`config.mk`:
```
export PLATFORM = sky130hd
export DESIGN_NAME = miic_op_queue
export DESIGN_NICKNAME = d
export VERILOG_FILES = /design/src/rtl/miic_pkg.sv /design/src/rtl/miic_sync_fifo.sv /design/src/rtl/miic_op_queue.sv
export SDC_FILE = /design/constraint.sdc
export NUM_CORES = 1
export LEC_CHECK = 0
export CORE_MARGIN = 3
export CORE_UTILIZATION = 55
export DETAILED_ROUTE_END_ITERATION = 8
export PLACE_DENSITY = 0.84
export SLEW_MARGIN = 20
export SYNTH_ARGS = -nofsm -noshare
export SYNTH_HDL_FRONTEND = slang
export SYNTH_HIERARCHICAL = 1
export SYNTH_SLANG_ARGS = --single-unit
```
`constraint.sdc`:
```
create_clock -name clk -period 3.3 [get_ports clk]
set_input_delay 0.66 -clock clk [delete_from_list [all_inputs] [get_ports clk]]
set_output_delay 0.66 -clock clk [all_outputs]
set_load 0.1 [all_outputs]
```
`src/rtl/miic_pkg.sv`:
```
// Shared definitions for the MIIC operation queue: command field layout,
// widths and FSM state encodings.
package miic_pkg;

    localparam int CMD_W         = 11;
    localparam int DATA_W        = 8;
    localparam int CMD_START_BIT = 10;
    localparam int CMD_STOP_BIT  = 9;
    localparam int CMD_RNW_BIT   = 8;
    localparam int CMD_DATA_MSB  = 7;
    localparam int CMD_DATA_LSB  = 0;

    typedef enum logic [1:0] {
        ST_IDLE     = 2'd0,
        ST_ISSUE    = 2'd1,
        ST_WAIT_ACK = 2'd2
    } opq_state_e;

    typedef struct packed {
        logic              start;
        logic              stop;
        logic              rnw;
        logic [DATA_W-1:0] wr_data;
    } miic_cmd_t;

endpackage

```
`src/rtl/miic_sync_fifo.sv`:
```
// Synchronous first-word-fall-through FIFO with registered head, count,
// full and empty. A pop at full frees the slot for a push in the same cycle.
module miic_sync_fifo #(
    parameter  int WIDTH = 8,
    parameter  int DEPTH = 16,
    localparam int AW    = (DEPTH > 1) ? $clog2(DEPTH) : 1,
    localparam int CW    = AW + 1
) (
    input  logic             clk,
    input  logic             rst_n,
    input  logic             wr_en_i,
    input  logic [WIDTH-1:0] wr_data_i,
    input  logic             rd_en_i,
    output logic [WIDTH-1:0] rd_data_o,
    output logic             full_o,
    output logic             empty_o,
    output logic [CW-1:0]    count_o
);

    logic [WIDTH-1:0] mem_q [DEPTH];
    logic [AW-1:0]    wptr_q, rptr_q, rptr_d;
    logic [CW-1:0]    cnt_q, cnt_d;
    logic [WIDTH-1:0] head_q, head_d;
    logic             full_q, empty_q;
    logic             do_push, do_pop;

    assign do_pop  = rd_en_i && !empty_q;
    assign do_push = wr_en_i && (!full_q || do_pop);

    // Head register keeps its old value when the FIFO drains, so a pop on
    // empty leaves rd_data untouched.
    always_comb begin
        rptr_d = rptr_q + AW'(do_pop);
        cnt_d  = cnt_q + CW'(do_push) - CW'(do_pop);
        head_d = head_q;
        if (cnt_d != '0) begin
            if ((cnt_q - CW'(do_pop)) == '0) head_d = wr_data_i;
            else                             head_d = mem_q[rptr_d];
        end
    end

    always_ff @(posedge clk) begin
        if (do_push) mem_q[wptr_q] <= wr_data_i;
    end

    always_ff @(posedge clk or negedge rst_n) begin
        if (!rst_n) begin
            wptr_q  <= '0;
            rptr_q  <= '0;
            cnt_q   <= '0;
            head_q  <= '0;
            full_q  <= 1'b0;
            empty_q <= 1'b1;
        end else begin
            wptr_q  <= wptr_q + AW'(do_push);
            rptr_q  <= rptr_d;
            cnt_q   <= cnt_d;
            head_q  <= head_d;
            full_q  <= (cnt_d == CW'(DEPTH));
            empty_q <= (cnt_d == '0);
        end
    end

    assign rd_data_o = head_q;
    assign full_o    = full_q;
    assign empty_o   = empty_q;
    assign count_o   = cnt_q;

endmodule

```
`src/rtl/miic_op_queue.sv`:
```
// Command/read-data queue in front of a byte engine: issues one op at a time
// and collects read data. Optional MIIC_OPQ_STATS_EN adds ops_done/nack_cnt.
module miic_op_queue
    import miic_pkg::*;
#(
    parameter  int CMD_DEPTH = 16,
    parameter  int RD_DEPTH  = 16,
    localparam int CCW       = $clog2(CMD_DEPTH) + 1,
    localparam int RCW       = $clog2(RD_DEPTH) + 1
) (
    input  logic              clk,
    input  logic              rst_n,
    input  logic              cmd_wr_en,
    input  logic [CMD_W-1:0]  cmd_wr_data,
    output logic              cmd_full,
    output logic [CCW-1:0]    cmd_count,
    input  logic              rd_rd_en,
    output logic [DATA_W-1:0] rd_data,
    output logic              rd_empty,
    output logic [RCW-1:0]    rd_count,
    output logic              busy,
    output logic              err,
    output logic              ovf,
    input  logic              err_clr,
    output logic              op_valid,
    output logic              op_start,
    output logic              op_stop,
    output logic              op_rnw,
    output logic [DATA_W-1:0] op_wr_data,
    input  logic [DATA_W-1:0] op_rd_data,
    input  logic              op_ack,
    input  logic              op_err
`ifdef MIIC_OPQ_STATS_EN
    ,
    output logic [15:0]       ops_done,
    output logic [7:0]        nack_cnt
`endif
);

    opq_state_e       state_q;
    miic_cmd_t        op_q, cmd_head;
    logic [CMD_W-1:0] cmd_head_raw;
    logic             op_valid_q, busy_q, err_q, ovf_q;
    logic             cmd_empty, rd_full;
    logic             accept, cmd_push, launch, busy_d;
    logic [CCW-1:0]   cmd_count_n;

    // Acks are only honoured in WAIT_ACK; the engine may pulse op_ack freely.
    assign accept   = (state_q == ST_WAIT_ACK) && op_ack;
    assign cmd_push = cmd_wr_en && (!cmd_full || accept);
    // A read leaves IDLE only with a free read slot; nothing else fills it.
    assign launch   = (state_q == ST_IDLE) && !cmd_empty && (!cmd_head.rnw || !rd_full);

    assign cmd_head = '{start:   cmd_head_raw[CMD_START_BIT],
                        stop:    cmd_head_raw[CMD_STOP_BIT],
                        rnw:     cmd_head_raw[CMD_RNW_BIT],
                        wr_data: cmd_head_raw[CMD_DATA_MSB:CMD_DATA_LSB]};

    assign cmd_count_n = cmd_count + CCW'(cmd_push) - CCW'(accept);
    assign busy_d      = launch || (state_q == ST_ISSUE) ||
                         ((state_q == ST_WAIT_ACK) && !op_ack) || (cmd_count_n != '0);

    miic_sync_fifo #(.WIDTH(CMD_W), .DEPTH(CMD_DEPTH)) u_cmd_fifo (
        .clk       (clk),
        .rst_n     (rst_n),
        .wr_en_i   (cmd_wr_en),
        .wr_data_i (cmd_wr_data),
        .rd_en_i   (accept),
        .rd_data_o (cmd_head_raw),
        .full_o    (cmd_full),
        .empty_o   (cmd_empty),
        .count_o   (cmd_count)
    );

    miic_sync_fifo #(.WIDTH(DATA_W), .DEPTH(RD_DEPTH)) u_rd_fifo (
        .clk       (clk),
        .rst_n     (rst_n),
        .wr_en_i   (accept && op_q.rnw),
        .wr_data_i (op_rd_data),
        .rd_en_i   (rd_rd_en),
        .rd_data_o (rd_data),
        .full_o    (rd_full),
        .empty_o   (rd_empty),
        .count_o   (rd_count)
    );

    always_ff @(posedge clk or negedge rst_n) begin
        if (!rst_n) begin
            state_q    <= ST_IDLE;
            op_q       <= '0;
            op_valid_q <= 1'b0;
            busy_q     <= 1'b0;
            err_q      <= 1'b0;
            ovf_q      <= 1'b0;
        end else begin
            busy_q <= busy_d;
            // Sticky flags: a new event outranks a coincident clear.
            if (accept && op_err) err_q <= 1'b1;
            else if (err_clr)     err_q <= 1'b0;
            if (cmd_wr_en && !cmd_push) ovf_q <= 1'b1;
            else if (err_clr)           ovf_q <= 1'b0;
            unique case (state_q)
                ST_IDLE: begin
                    if (launch) begin
                        state_q    <= ST_ISSUE;
                        op_q       <= cmd_head;
                        op_valid_q <= 1'b1;
                    end
                end
                ST_ISSUE: state_q <= ST_WAIT_ACK;
                ST_WAIT_ACK: begin
                    if (op_ack) begin
                        state_q    <= ST_IDLE;
                        op_q       <= '0;
                        op_valid_q <= 1'b0;
                    end
                end
                default: state_q <= ST_IDLE;
            endcase
        end
    end

    assign op_valid   = op_valid_q;
    assign op_start   = op_q.start;
    assign op_stop    = op_q.stop;
    assign op_rnw     = op_q.rnw;
    assign op_wr_data = op_q.wr_data;
    assign busy       = busy_q;
    assign err        = err_q;
    assign ovf        = ovf_q;

`ifdef MIIC_OPQ_STATS_EN
    logic [15:0] ops_done_q;
    logic [7:0]  nack_q;

    always_ff @(posedge clk or negedge rst_n) begin
        if (!rst_n) begin
            ops_done_q <= '0;
            nack_q     <= '0;
        end else begin
            if (accept)       ops_done_q <= (ops_done_q == 16'hFFFF) ? ops_done_q : ops_done_q + 16'd1;
            else if (err_clr) ops_done_q <= '0;
            if (accept && op_err) nack_q <= (nack_q == 8'hFF) ? nack_q : nack_q + 8'd1;
            else if (err_clr)     nack_q <= '0;
        end
    end

    assign ops_done = ops_done_q;
    assign nack_cnt = nack_q;
`endif

endmodule

```
==> reports/metrics.cfg, run 1 <==
[logic_synthesis]
synth_common_cells=edfxtp_1, mux4_1, dfrtp_1
syn_area_per_cell_um2=20.3
yosysWarningCount=6
synth_ff_type=edfxtp_1
synth_top_area_cell=edfxtp_1
synth_cell_types=51
yosysMostFrequentCell=edfxtp_1
syn-num-nets=823
synth-seq-cells=370
synth-seq-area-share_pct=69.5
synth_top_area_share_pct=58.9
async_flop_share_pct=17.8
synthTopCellsByArea=edfxtp_1, mux4_1, dfrtp_1
syn-instance-count=765
synth_edf_count=304
synthesis.area_um2=15500

[setup_path]
max_stage_delay_ns=0.38
r2r_slack_ns=-0.04
cp.required_ns=3.71
arrival_ns=3.75
crit_path_top_delay_cell=fa_2
path_cells=dlygate4sd2_1 -> nand2_4 -> or2_4 -> inv_2 -> nor2b_4 -> nand2b_4 -> nand2_4 -> ha_4 -> inv_2 -> ha_4 -> fa_2 -> xnor2_2 -> or3_4 -> a211oi_4 -> buf_6 -> buf_12 -> mux2_4
endpoint_kind=flop
crit_type=in2reg
critPathLaunchType=primary input
worstPathMaxFanout=6

[cells_and_area]
final_nets=1005
drive_above_1_share_pct=29.4
antenna_cells=0
final_area_um2=18700
area_growth_pct=20.3

[drt]
route.detailed.drc=0
wire_per_inst_um=25.1
drt-total-wl_um=33700
detail-route-antenna-nets=0
vias=8099
drt_iter0_markers=836
via_per_inst=6.02
drtPass1Iterations=5

[sta]
fmaxAchievable_ghz=0.299
finalMaxSlewViolations=0
tightest_slew_ns=0.955
fin_crit_ns=3.34
post-route-period-util_pct=101
rsz0062_at_grt=true
skew_ns=0.0174
final.setup.worst_slack_ns=-0.0431
hold_viol=0
holdWs_ns=0.285
max-slew-margin-rel_pct=36.4
setup_violations=14

[hold_path]
worstHoldPathType=in2async

[power_and_ir_drop]
vdd_ir_drop_max_mv=0.598
fin_total_pwr_mw=19.8
power_per_cell_area_nw_per_um2=1060
leakagePower_nw=7.02

[clock_tree]
clk_pin_slew_ns=0.06
ctsLongestPathBuffers=3
clock-sinks=370
cts_root_buffer=clkbuf_16
clock_latency_ns=0.52
cts_made_buffers=36
cts_tree=done
htree_levels=2

[placement]
gp_congestion=0.806
dpl_cell_area_um2=17200
port_buffers=60
preCtsSetupSlack_ns=-0.767
hpwl_um=20400

[global_route]
grt_pass1_wl_um=50800
overflow=0
grtUsageTotal_pct=22.1
grt_start_max_net_pins=40
grt_pass1_vias=8481
grt_antenna_before_repair=1

[floorplanning]
fp.dieW_um=174
initial_core_util_pct=56.8
rows=60
io_pins=61
die_area_um2=30200
core-area_um2=27300
die_y_um=174

[run_status]
status=finished, violations left
violations=setup timing

[run]
drv_cap=0

-- path summary, 6_finish.rpt --
| path | start | to | cells past startpoint |
|---|---|---|---|
| worst min-delay path | rst_n | busy | 1 |
| max in group asynchronous | rst_n | u_cmd_fifo/empty_o | 2 |
| min in group clk | u_cmd_fifo/rd_data_o[6] | op_wr_data[6] | 1 |
| worst min register to register | u_cmd_fifo/rd_data_o[6] | op_wr_data[6] | 1 |
| worst max-delay path | op_ack | u_cmd_fifo/rd_data_o[3] | 17 |
| worst max register to register | state_q[1] | u_cmd_fifo/rd_data_o[3] | 16 |
-- where the power goes --
part	internal [mW]	switching, mW
Combinational	4.53	5.17
Clock	2.17	1.69
Sequential	5.76	0.496
Total	12.5	7.36
-- placed cells by master (no fill, tap or decap), types with 4 or more instances in the layout --
cell type        instances
nand3b_1                 4
dfrtp_1                 63
a22o_1                  10
clkbuf_1                 4
mux4_1                  69
buf_12                  16
clkbuf_16               37
a21o_1                   6
nor3_1                   9
ha_4                     4
a21oi_1                  4
nor2_1                  25
nand2b_1                 8
ha_1                    24
clkdlybuf4s50_1         23
inv_1                   23
clkinv_1                 9
mux4_2                   7
mux2_4                  19
clkinv_2                 9
xor2_1                   7
buf_4                  128
xnor2_1                  7
mux2_2                  19
edfxtp_1               304
mux2i_1                 58
nand2_1                  5
nand3_1                  7
-- cells by family after synthesis --
group | Yosys count | synth area share (%)
XOR/XNOR | 20 | 1.47
AND/OR/NAND/NOR | 81 | 2.64
adder cells (fa/ha/maj) | 32 | 2.73
multiplexers | 172 | 19.2
buffers and inverters | 55 | 2.40
flip-flops | 370 | 69.5
AO/OA/AOI/OAI | 35 | 2.03
-- stage by stage --
step           setup TNS, ns  utilization, %  std cells
6_report              -0.373            68.3       1346
2_1_floorplan          -3.19               -        765
3_5_place_dp          -16.19            62.9       1260
4_1_cts               -0.177            67.3       1331
3_3_place_gp          -14.57            62.9       1260
5_1_grt                -1.84            68.3       1346
-- critical path, delay by kind of cell --
family	cells	cell delay (ns)
fa+ha+maj	3	0.79
buf+inv	5	0.65
simple gates	6	1.00
mux	1	0.31
xor+xnor	1	0.16
compound gates	1	0.17
-- what timing repair did --
item / in CTS / in global routing
buffers inserted: 5 / 14
hold buffers: 0 / 0
endpoints found under the setup margin: 19 / 19
gates cloned: 1 / 1
gates resized for setup: 12 / 26
pin swaps: 5 / 8
-- layout make-up --
type	instances	area [µm²]
sequential	370	10800
fill	1659	8660
multi-input combinational	340	4600
timing repair buffer	173	1600
clock buffer	43	957
tap	372	465
clock inverter	22	154
inverter	26	97.6
-- state kept, by name, indices dropped and copies added, names as in the netlist, 2 cells and up --
register and flops:
u_cmd_fifo/mem_q 176, u_cmd_fifo/rptr_q 4, u_rd_fifo/count_o 5, u_rd_fifo/wptr_q 4, u_cmd_fifo/wptr_q 4, u_cmd_fifo/count_o 5, u_rd_fifo/rd_data_o 8, op_wr_data 8
state_q 2, u_rd_fifo/rptr_q 4, u_rd_fifo/mem_q 128, u_cmd_fifo/rd_data_o 11
-- metal layers --
metal  GRT usage (%)  vias to the layer above  part of all wire [%]
li1                -                     3491                     -
met1            29.9                     4213                    41
met2            37.2                      321                    50
met3            3.82                       74                   6.2
met4            6.70                        0                   2.8
met5               0                        -                     0
Power figures use the tool's default switching activity.
==> run 2: changes to the inputs <==
CORE_UTILIZATION = 60   (was 55)
PLACE_DENSITY = 0.87   (was 0.84)
clock period = 3.1 ns   (was 3.3 ns; I/O delays follow)
==> run 2 against run 1 <==
Effect of this change: the flow still finishes with violations (setup timing); sequential share of layout area is 0.46 points lower; die area is 8.0% lower; sequential power is 7.3% higher; largest power group unchanged.
==> reports/metrics.cfg, run 2 (synthesis results as in run 1) <==
[run_status]
status=finished, violations left
violations=setup timing

[drt]
via_per_inst=6.41
drtPass1Iterations=7
detail-route-antenna-nets=0
wire_per_inst_um=28.6
drt-total-wl_um=37300
route.detailed.drc=0
vias=8352
drt_iter0_markers=874

[clock_tree]
htree_levels=2
ctsLongestPathBuffers=3
clock-sinks=370
cts_made_buffers=37
clock_latency_ns=0.53
clk_pin_slew_ns=0.07
cts_root_buffer=clkbuf_16
cts_hold_buf=0
cts_tree=done

[sta]
fin_crit_ns=3.44
hold_viol=0
post-route-period-util_pct=111
setup_violations=20
finalMaxSlewViolations=0
rsz0062_at_grt=true
final.setup.worst_slack_ns=-0.336
max-slew-margin-rel_pct=38.1
fmaxAchievable_ghz=0.291
skew_ns=0.0242
tightest_slew_ns=0.929

[power_and_ir_drop]
swShare_pct=37.5
leakagePower_nw=7.04
seqPwrFrac_pct=30.9
power_per_cell_area_nw_per_um2=1160
p_comb_share_pct=48.5
p_switching_mw=8.14
pwr-share-clk_pct=20.7
fin_total_pwr_mw=21.7
vdd_ir_drop_max_mv=1.54
p_int_mw=13.6

[setup_path]
arrival_ns=3.83
crit_path_top_delay_cell=dfrtp_1
crit_buf_inv=4
r2r-start=state_q[1]
max_stage_delay_ns=0.41
worstPathMaxFanout=6
r2r-end=u_cmd_fifo/rd_data_o[10]
endpoint_kind=flop
cp.required_ns=3.49
cp_num_cells=17
worstRegToRegCells=17
crit_type=reg2reg
path_cells=nand2_4 -> or2_4 -> inv_4 -> nor2b_4 -> nand2b_4 -> nand2_4 -> ha_4 -> inv_2 -> ha_4 -> fa_2 -> nor2b_4 -> o21bai_1 -> nand3_2 -> a211oi_4 -> buf_6 -> buf_12 -> mux2_4
critPathLaunchType=flop
critPathTopFamily=simple AND/OR/NAND/NOR gates
r2r_slack_ns=-0.34

[cells_and_area]
final_nets=1003
multi_input_area_um2=4650
area_growth_pct=21.3
fin_util_pct=74.3
n_fill_cell=1318
regArea_um2=10800
largest_register_ff_count=176
layout_commonest_cell=edfxtp_1
antenna_cells=0
drive_above_1_share_pct=29.1
final_area_um2=18800
final_cell_mix=edfxtp_1, buf_4, mux4_1
regMostFlops=u_cmd_fifo/mem_q

[placement]
hpwl_um=20800
gp_congestion=0.809
port_buffers=60
dpl_cell_area_um2=17200

[global_route]
grt_pass1_vias=8663
grt_antenna_before_repair=0
grtUsageTotal_pct=26.6
grt_pass1_wl_um=55400
grt_start_max_net_pins=33
overflow=0

[run]
drv_cap=0

[floorplanning]
die_y_um=167
io_pins=61
rows=58
initial_core_util_pct=61.2
fp.dieW_um=167
core-area_um2=25300
die_area_um2=27800

[hold_path]
worstHoldPathType=in2async

-- run 2: per-layer routing --
metal / vias to the layer above / share of wire (%) / GRT usage (%)
li1: 3486 / - / -
met1: 4324 / 37 / 34.6
met2: 447 / 52 / 46.0
met3: 95 / 7.5 / 4.44
met4: 0 / 3.6 / 9.94
met5: - / 0 / 0
-- run 2: layout make-up --
| class | instances | area share, % |
|---|---|---|
| Sequential cell | 370 | 57.3 |
| Clock inverter | 17 | 1.13 |
| Tap cell | 330 | 2.19 |
| Inverter | 26 | 0.545 |
| Clock buffer | 50 | 5.23 |
| Multi-Input combinational cell | 340 | 24.7 |
| Timing Repair Buffer | 170 | 8.85 |
-- run 2: worst max-delay path by stage --
stage,start,endpoint,slack [ns]
after floorplan,op_ack,u_cmd_fifo/rd_data_o[1],-0.40
after global placement,op_ack,u_cmd_fifo/rd_data_o[9],-0.94
after detailed placement,op_ack,u_cmd_fifo/rd_data_o[7],-1.0
after CTS,state_q[1],u_cmd_fifo/rd_data_o[8],-0.28
after global routing,state_q[1],u_cmd_fifo/rd_data_o[10],-0.37
final,state_q[1],u_cmd_fifo/rd_data_o[10],-0.34
-- run 2: through the flow --
stage	hold WS, ns	setup slack, ns	instances	setup TNS [ns]
after global routing	0.0812	-0.368	1303	-6.35
final	0.0555	-0.336	1303	-5.36
after floorplan	0.324	-0.402	765	-6.25
after detailed placement	0.484	-1.00	1218	-23.89
after CTS	0.0528	-0.279	1296	-4.47
after global placement	0.479	-0.937	1218	-20.10
-- run 2: worst reg2reg max path, stage by stage, from the launching register on --
cell and delay [ns]:
dfrtp_1 0.41, nand2_4 0.07, or2_4 0.25, inv_4 0.06, nor2b_4 0.14, nand2b_4 0.13
nand2_4 0.06, ha_4 0.27, inv_2 0.04, ha_4 0.16, fa_2 0.37, nor2b_4 0.14
o21bai_1 0.21, nand3_2 0.15, a211oi_4 0.26, buf_6 0.16, buf_12 0.13, mux2_4 0.31
-- run 2: power groups by stage --
stage          registers, mW  clock network [mW]  logic, mW
2_1_floorplan           8.08                   0       5.51
3_3_place_gp            6.67                   0       9.10
3_5_place_dp            6.73                   0       9.42
4_1_cts                 6.68                4.53       9.98
5_1_grt                 6.78                4.75       10.9
6_report                6.72                4.49       10.5
-- run 2: what timing repair did --
action                                  4_1_cts  5_1_grt
endpoints found under the setup margin       24       23
setup buffers                                 9        5
gates resized for setup                      27       22
cloned                                        2        2
pin swaps                                     7       14
==> run 3: changes to the inputs <==
CORE_UTILIZATION = 55   (was 60)
PLACE_DENSITY = 0.84   (was 0.87)
clock period = 3 ns   (was 3.1 ns; I/O delays follow)
==> run 3 against run 2 <==
Effect of this change: largest cell class unchanged; the flow still finishes with violations (setup timing); worst hold slack better by 0.049 ns; via count down 0.25%; sequential cell count unchanged; first-iteration DRC count down 0.46%; fmax up 0.95%; sequential share of layout area down 0.29 points.
==> reports/metrics.cfg, run 3 (synthesis results as in run 1) <==
[setup_path]
crit_type=reg2reg
critPathLaunchType=flop
endpoint_kind=flop
r2r_slack_ns=-0.40
worstPathMaxFanout=19
worstSetupStartpoint=state_q[1]
r2r-start=state_q[1]
cp.required_ns=3.42
arrival_ns=3.82

[cells_and_area]
regMostFlops=u_cmd_fifo/mem_q
largest_register_ff_count=176
final_nets=1024
drive_above_1_share_pct=32.1
area_growth_pct=21.9
final_area_um2=18900
antenna_cells=0
fin_util_pct=69.2
layout_commonest_cell=edfxtp_1
final_cell_mix=edfxtp_1, buf_4, mux4_1

[run_status]
violations=setup timing
status=finished, violations left

[run]
drv_cap=0

[floorplanning]
die_y_um=174
rows=60
die_area_um2=30200
initial_core_util_pct=56.8
core-area_um2=27300
fp.dieW_um=174
io_pins=61

[sta]
fin_crit_ns=3.40
post-route-period-util_pct=113
finalSetupTns_ns=-6.25
tightest_slew_ns=0.929
final.setup.worst_slack_ns=-0.404
max-slew-margin-rel_pct=38.0
fmaxAchievable_ghz=0.294
finalMaxSlewViolations=0
hold_viol=0
rsz0062_at_grt=true
setup_violations=19
skew_ns=0.0253

[drt]
detail-route-antenna-nets=0
drt-total-wl_um=35300
via_per_inst=6.10
wire_per_inst_um=25.9
vias=8331
route.detailed.drc=0
drt_iter0_markers=870
drtPass1Iterations=7

[global_route]
grt_pass1_vias=8557
grt_pass1_wl_um=53000
grt_start_max_net_pins=38
grt_antenna_before_repair=0
overflow=0
grtUsageTotal_pct=23.2

[clock_tree]
ctsLongestPathBuffers=3
cts_root_buffer=clkbuf_16
cts_made_buffers=38
clock-sinks=370
cts_tree=done
htree_levels=2
cts_hold_buf=0
clk_pin_slew_ns=0.07
clock_latency_ns=0.54

[placement]
gp_congestion=0.816
preCtsSetupSlack_ns=-1.04
dpl_cell_area_um2=17300
port_buffers=60
hpwl_um=20100

[power_and_ir_drop]
seqPwrFrac_pct=31.0
p_comb_share_pct=47.6
leakagePower_nw=7.14
p_int_mw=14.0
vdd_ir_drop_max_mv=0.589
power_per_cell_area_nw_per_um2=1180
pwr-share-clk_pct=21.4
p_switching_mw=8.30
swShare_pct=37.3
fin_total_pwr_mw=22.3

[hold_path]
worstHoldPathType=in2async

==> run 3: changes by cell type in the layout (fill, tap and decap cells not counted), moves of 4 or more <==
cell / change
buf_12: -7
buf_4: +27
clkbuf_1: -6
ha_4: -4
nor2_1: -9
nor2_2: +7
==> run 3: final timing paths <==
check / endpoint / cells after the start
worst max-delay path: u_cmd_fifo/rd_data_o[5] / 13
min in group clk: op_valid / 1
worst min-delay path: state_q[1] / 1
worst min register to register: op_valid / 1
worst max register to register: u_cmd_fifo/rd_data_o[5] / 13
max in group asynchronous: u_cmd_fifo/empty_o / 2
==> run 3: stage by stage <==
stage          std cells  hold slack (ns)
2_1_floorplan        765            0.304
3_3_place_gp        1282            0.469
3_5_place_dp        1282            0.473
4_1_cts             1362            0.118
5_1_grt             1366            0.154
6_report            1366            0.104
==> run 3: cell type report <==
cell class | instances | area, µm²
Sequential cell | 370 | 10800
Clock inverter | 20 | 221
Tap cell | 372 | 465
Multi-Input combinational cell | 340 | 4620
Inverter | 26 | 100
Fill cell | 1569 | 8420
Clock buffer | 48 | 1040
Timing Repair Buffer | 190 | 1670
==> run 3: power groups by stage <==
stage	sequential [mW]	clock, mW	combinational [mW]
2_1_floorplan	8.35	0	5.69
3_3_place_gp	6.89	0	9.53
3_5_place_dp	6.93	0	9.79
4_1_cts	6.87	4.80	10.3
5_1_grt	6.98	5.05	11.1
6_report	6.92	4.76	10.6
==> run 3: timing repair <==
action / 4_1_cts / 5_1_grt
setup endpoints to repair: 23 / 199
pin swaps: 4 / 9
gates cloned: 1 / 2
setup buffers: 11 / 8
gates resized for setup: 34 / 29
==> run 3: metal layers <==
metal  routed length [µm]  vias to the layer above  GRT usage [%]
met3                 2750                       98           4.37
li1                     -                     3516              -
met1                13800                     4260           32.0
met2                17600                      457           37.9
met5                    0                        -              0
met4                 1180                        0           7.67
==> run 3: critical path, cell delays in order (launching register included) <==
cell and delay (ns):
dfrtp_1 0.42, nand2_4 0.08, or2_4 0.12, inv_2 0.04, nor2b_4 0.12, buf_4 0.14
ha_2 0.42, buf_12 0.21, buf_4 0.19, mux4_1 0.57, mux2i_1 0.25, mux2i_1 0.15
mux2_2 0.31, mux2_4 0.27
